`config.mk`:
```
export PLATFORM = sky130hd
export DESIGN_NAME = btn_conditioner
export DESIGN_NICKNAME = d
export VERILOG_FILES = /design/src/rtl/btn_conditioner.sv
export SDC_FILE = /design/constraint.sdc
export NUM_CORES = 1
export LEC_CHECK = 0
export CORE_MARGIN = 5
export CORE_UTILIZATION = 32
export DETAILED_ROUTE_END_ITERATION = 12
export SLEW_MARGIN = 20
export SYNTH_ARGS = -nofsm -noshare
export SYNTH_HDL_FRONTEND = slang
export SYNTH_SLANG_ARGS = --single-unit
```
`constraint.sdc`:
```
create_clock -name clk -period 2.9 [get_ports clk]
set_input_delay 0.29 -clock clk [delete_from_list [all_inputs] [get_ports clk]]
set_output_delay 0.29 -clock clk [all_outputs]
set_load 0.01 [all_outputs]
```
`src/rtl/btn_conditioner.sv`:
```
// Two-channel push-button conditioner: each raw button is synchronized, debounced,
// and turned into a one-cycle press strobe (with optional auto-repeat) and a toggle level.
module btn_conditioner #(
  parameter int DEB_CNT    = 1000000,
  parameter int REPEAT_CNT = 0
) (
  input  logic clk,
  input  logic rst,
  input  logic shift,
  input  logic split,
  output logic shift_pulse,
  output logic split_pulse,
  output logic shift_mode,
  output logic split_mode,
  output logic shift_held,
  output logic split_held
);

  typedef enum logic [1:0] {
    REL       = 2'd0,
    PRESS_CHK = 2'd1,
    HELD      = 2'd2,
    REL_CHK   = 2'd3
  } state_t;

  // The accept transition fires on the sample that would bring the count to DEB_CNT-1.
  localparam logic [19:0] DEB_LAST = 20'(DEB_CNT - 2);
  localparam bit          REP_EN   = (REPEAT_CNT != 0);
  localparam logic [23:0] REP_LAST = REP_EN ? 24'(REPEAT_CNT - 1) : 24'd0;

  logic [1:0] raw_vec;
  logic [1:0] pulse_vec;
  logic [1:0] mode_vec;
  logic [1:0] held_vec;

  assign raw_vec = {split, shift};

  generate
    for (genvar gi = 0; gi < 2; gi++) begin : g_chan
      logic        sync1_q;
      logic        s_q;
      state_t      state_q, state_d;
      logic [19:0] cnt_q, cnt_d;
      logic [23:0] rep_q, rep_d;
      logic        pulse_q, pulse_d;
      logic        mode_q, mode_d;
      logic        held_q, held_d;

      always_comb begin
        state_d = state_q;
        cnt_d   = cnt_q;
        rep_d   = rep_q;
        pulse_d = 1'b0;
        case (state_q)
          REL: begin
            if (s_q) begin
              state_d = PRESS_CHK;
              cnt_d   = '0;
            end
          end
          PRESS_CHK: begin
            if (!s_q) begin
              state_d = REL;
              cnt_d   = '0;
            end else if (cnt_q >= DEB_LAST) begin
              state_d = HELD;
              cnt_d   = '0;
              rep_d   = '0;
              pulse_d = 1'b1;
            end else begin
              cnt_d = (cnt_q == '1) ? cnt_q : cnt_q + 20'd1;
            end
          end
          HELD: begin
            if (!s_q) begin
              state_d = REL_CHK;
              cnt_d   = '0;
            end else if (REP_EN) begin
              if (rep_q >= REP_LAST) begin
                rep_d   = '0;
                pulse_d = 1'b1;
              end else begin
                rep_d = (rep_q == '1) ? rep_q : rep_q + 24'd1;
              end
            end
          end
          REL_CHK: begin
            // A bounce back to 1 restarts the repeat period from scratch.
            if (s_q) begin
              state_d = HELD;
              cnt_d   = '0;
              rep_d   = '0;
            end else if (cnt_q >= DEB_LAST) begin
              state_d = REL;
              cnt_d   = '0;
            end else begin
              cnt_d = (cnt_q == '1) ? cnt_q : cnt_q + 20'd1;
            end
          end
          default: begin
            state_d = REL;
            cnt_d   = '0;
          end
        endcase
        held_d = (state_d == HELD) || (state_d == REL_CHK);
        mode_d = mode_q ^ pulse_q;
      end

      always_ff @(posedge clk) begin
        if (rst) begin
          sync1_q <= 1'b0;
          s_q     <= 1'b0;
          state_q <= REL;
          cnt_q   <= '0;
          rep_q   <= '0;
          pulse_q <= 1'b0;
          mode_q  <= 1'b0;
          held_q  <= 1'b0;
        end else begin
          sync1_q <= raw_vec[gi];
          s_q     <= sync1_q;
          state_q <= state_d;
          cnt_q   <= cnt_d;
          rep_q   <= rep_d;
          pulse_q <= pulse_d;
          mode_q  <= mode_d;
          held_q  <= held_d;
        end
      end

      assign pulse_vec[gi] = pulse_q;
      assign mode_vec[gi]  = mode_q;
      assign held_vec[gi]  = held_q;
    end
  endgenerate

  assign shift_pulse = pulse_vec[0];
  assign split_pulse = pulse_vec[1];
  assign shift_mode  = mode_vec[0];
  assign split_mode  = mode_vec[1];
  assign shift_held  = held_vec[0];
  assign split_held  = held_vec[1];

endmodule

```
### Word-level counts from Yosys, hierarchy flattened

Cells that the tools add are included.

| operators by class | value |
|---|---|
| add/sub/neg operators | 2 |
| $lt $le $gt $ge | 2 |
| eq/ne operators | 16 |
| muxes and demuxes | 30 |
| bitwise logic cells | 6 |
| reduce and logical (&&, ||, !) cells | 8 |

Operators by type and width:

| kind | number |
|---|---|
| $mux 20 | 12 |
| $pmux 20 s4 | 2 |
| $add 20x1->20 const B | 2 |
| $eq 20x20->1 const B | 2 |
| $ge 20x20->1 const B | 2 |
| $mux 2 | 12 |
| $eq 2x2->1 const B | 8 |
| $pmux 2 s4 | 2 |
| $ne 2x2->1 const B | 4 |
| $reduce_or 3->1 | 2 |
| $eq 2x1->1 const B | 2 |
| $logic_not 2->1 | 2 |
| $not 1->1 | 4 |
| $reduce_and 2->1 | 2 |
| $logic_or 1x1->1 | 2 |
| $mux 1 | 2 |
| $xor 1x1->1 | 2 |

| storage, ports and cells | value |
|---|---|
| register bits | 54 |
| input bits | 4 |
| output and inout bits | 6 |
| logic and storage cells | 78 |

### Logic depth before layout (Yosys ltp)

| logic depth | value |
|---|---|
| depth after elaboration | 6 |
| mapped depth | 9 |
| mapped depth without buffers | 7 |

### Worst setup path before layout

Ideal clock, no wire load.

| timing path | value |
|---|---|
| path kind | register to register |
| start | register g_chan[0].cnt_q[0] |
| end | register g_chan[0].cnt_q[15] |
| setup time | 62 ps |
| arrival time | 1805 ps |
| data required time | 2838 ps |
| setup slack | 1033 ps |
| stages on the path, launching flop included | 10 |
| path buffers | 2 |
| clock period less this slack | 1867 ps |
| cell sequence | dfxtp_1 -> inv_1 -> ha_1 -> nor2_1 -> o211ai_1 -> a32o_2 -> or3b_1 -> buf_6 -> buf_12 -> nor2_4 |

| on the way | value |
|---|---|
| cells in the longest elaborated chain, start to end | 5 |
| elaborated cells between the ends (all ways) | 8 |
| those cells by class | add/sub (1); order compare (1); eq/ne (1); mux (5) |

Ends and longest elaborated chain:

| element | RTL line | source |
|---|---|---|
| from (decl) | 43 | `logic [19:0] cnt_q, cnt_d;` |
| from (signal assigned) | 123 | `cnt_q <= cnt_d;` |
| $add 20x1->20 / $eq 20x20->1 (equally long branches) | 71, 97 |  |
| $mux 20 | 71, 97 |  |
| $mux 20 * | 65, 93 |  |
| $mux 20 (on tied branches) | 89, 62 |  |
| $pmux 20 s4 * | 54 | `case (state_q)` |

Every way passes the cells marked *; elsewhere a longest branch is shown, timed or not.
A chain may end at the register's enable or synchronous reset.

### Worst setup path after layout

| timing path | value |
|---|---|
| start | register g_chan[0].cnt_q[0] |
| end | register g_chan[0].cnt_q[14] |

The elaborated chain is that of the path after synthesis.

==> implementation parameters <==
Parameter                              Value

Status
  Status    finished, final reports clean

STA
  Highest achievable clock rate    424 MHz
  Slew HR    0.388
  Setup TNS    0 ps
  Transition time at the pin with the least slew margin    915 ps
  Number of max-slew violations in the final report    0
  Max Clock Skew    5.85 ps
  Final critical-path required period    2360 ps
  RSZ-0062 raised after global routing    no
  Final cycle utilization of the critical path    0.813
  Number of failing setup endpoints in the final timing report    0
  Number of hold violations in the final report    0
  Hold Worst Slack    447 ps

Route
  Post-route ant nets    0
  Total via count after detailed routing    2,387
  Routed len/inst    14.1 µm
  Total wire length after detailed routing    6240 µm
  Post-DR vias/cell    5.40
  Drt first pass iters    4
  Iteration-0 DRC count of the detailed router    111
  Post-route DRC violation count    0

Setup path
  Worst R2R Setup Slack    540 ps
  Worst reg2reg path endpoint    g_chan[0].cnt_q[14]
  Crit path arrival time    2600 ps
  Cells along the critical path    inv_1 > ha_1 > nor2_1 > o211ai_1 > a32o_2 > or3b_1 > buf_4 > nor2_4
  Critical path startpoint category    flop
  Slowest stage cell on the critical path    or3b_1
  Kind of end point of the critical path    flop
  CP Data Required Time    3140 ps
  Origin of the critical flop-to-flop path    g_chan[0].cnt_q[0]
  Crit Path Category    reg2reg
  Worst R2R Path Depth    8
  Maximum net fanout on the critical path    11
  Critical path origin    g_chan[0].cnt_q[0]
  Longest individual stage delay on the worst path    640 ps
  Worst setup path endpoint    g_chan[0].cnt_q[14]

Run
  Maximum Capacitance Violations    0

Clock network
  CTS buffer count    5
  TritonCTS clock tree    built
  Buffers from clock root to sink, at most    2
  Number of sinks driven by the clock tree    52
  Number of gates given a new drive strength after cts    0
  Post-CTS setup buffer count    0
  Hold-fix buffers at CTS    0
  CTS root buf    clkbuf_8
  H-tree depth    2
  Clock-pin slew of the registers on the worst-case setup and hold paths    90 ps
  Clock latency at the later pin of the worst-skew pair    300 ps

Finish
  Number of filler cells placed in the layout    904
  Proportion of layout cells with a drive suffix above 1    0.130
  Number of nets in the layout    338
  Most frequent standard cell in the layout excluding fill and tap cells    dfxtp_1
  Area Growth Syn to Fin    7.02%
  Final antenna diode count    0
  Commonest cells after routing, fill and taps aside    dfxtp_1, nor2_1, xnor2_1

Power and ir drop
  Power Dens Cells    381 mW/mm²
  Static leakage power    0.000963 µW
  Peak supply drop    0.171 mV

Floorplan
  Boundary Pins    10
  Width of the die    106 µm
  Chip height    106 µm
  Initial standard-cell utilization of the core    0.325
  Core outline area    0.00915 mm²
  Die area    0.0113 mm²
  Standard-cell row count    35

Min path
  Type of the tightest min-delay check    reg2reg
  Number of instances on the worst hold path    1

Synth
  Synthesized instance count    329
  Synthesis Warnings    0
  Cell taking the most area after synthesis    dfxtp_1
  Share of the yosys chip area belonging to registers    0.350
  Synth top area share    0.350
  Synth Area per Inst    9.05 µm²
  Cell area after synthesis    0.00298 mm²
  Most used DFF post-synth    dfxtp_1
  Number of distinct library cell variants in the gate-level netlist after synthesis    69
  Top post-synthesis cells by area    dfxtp_1, xnor2_1, nor2_1, nor2_4, a211oi_1
  Number of synthesized register bits    52
  Number of flops mapped to enable cells by yosys    0
  Async set-reset flop share out of synthesis    0
  Net Count, Synth    337

GRT
  Vias in the first global route    2,239
  Initial antenna violation count    0
  GR Overflow Total    0
  Wire length of the first global-routing pass    10,700 µm
  Overall global routing resource usage    0.115
  Maximum number of pins on one net before global-route repair    22

Placement
  Quantity of I/O buffers inserted on ports    9
  Weighted congestion reported at the end of routability-driven placement    0.845
  Placed wire-length estimate after detailed placement    4510 µm
[through the flow]
stage	setup WS (ps)	power [µW]	instance area, µm²	std cells	utilization
after floorplan	1030	799	2980	329	-
after CTS	533	1240	3190	442	0.348
after global placement	638	811	3100	434	0.338
after global routing	404	1270	3190	442	0.348
final	543	1210	3190	442	0.348
after detailed placement	552	812	3100	434	0.338
[cell type report]
cell class / count / area (µm²) / area share
inverters: 8 / 30.0 / 0.00942
clock buffers: 8 / 90.1 / 0.0283
flip-flops and latches: 52 / 1040 / 0.327
repair buffers: 13 / 120 / 0.0377
multi-input cells: 250 / 1770 / 0.554
well taps: 111 / 139 / 0.0436
[per-layer routing]
metal	GRT usage	vias up	wire length, µm
li1	-	1211	-
met2	0.181	34	2910
met3	0.0291	9	178
met4	0.0329	0	98
met5	0	-	0
met1	0.156	1133	3050
[synth_stat cells (7+ instances only)]
cell type  instances
nor2_1            34
nand2_1           22
a21oi_1           15
xnor2_1           25
a211oi_1          13
o21ai_0            7
inv_1              8
nor2_4            10
nor4_1             7
nand4_1           12
nor3_1             8
nand3_1           17
dfxtp_1           52
[worst max-delay path, delay by kind of cell, from the launching register on]
kind / cells / cell delay, ps
AO/OA/AOI/OAI: 2 / 450
adder cells (fa/ha/maj): 1 / 190
buffers and inverters: 2 / 380
flip-flops: 1 / 430
AND/OR/NAND/NOR: 3 / 850
[how the worst min path moves through the flow]
stage | slack (ps) | end | startpoint
2_1_floorplan | 410 | g_chan[0].s_q | g_chan[0].sync1_q
5_1_grt | 470 | g_chan[0].s_q | g_chan[0].sync1_q
3_5_place_dp | 440 | g_chan[1].s_q | g_chan[1].sync1_q
6_report | 450 | g_chan[0].s_q | g_chan[0].sync1_q
4_1_cts | 450 | g_chan[0].s_q | g_chan[0].sync1_q
3_3_place_gp | 420 | g_chan[0].s_q | g_chan[0].sync1_q
[registers in the layout (all words and copies together), names as in the netlist]
name and cells:
split_mode 1, shift_mode 1, g_chan.state_q 4, g_chan.s_q 2
shift_pulse 1, g_chan.sync1_q 2, g_chan.cnt_q 40, split_pulse 1
[report_power, final]
group          total [µW]  leakage [µW]  internal (µW)  switching, µW
sequential            729      0.000420            721           8.52
combinational        64.8      0.000498           22.5           42.3
clock                 419     0.0000455            195            224
[cell families (layout without fill, tap and decap cells)]
kind of cell	after synthesis	in the layout	share of synthesized area
AOI/OAI and AO/OA	62	62	0.169
xor gates and xnor gates	28	28	0.0849
adders and majority gates	4	4	0.0168
buffers and inverters	27	29	0.0571
DFF	52	52	0.350
muxes	3	3	0.0101
and+or+nand+nor	153	153	0.313
No activity file was read; power rests on OpenSTA's default activity.
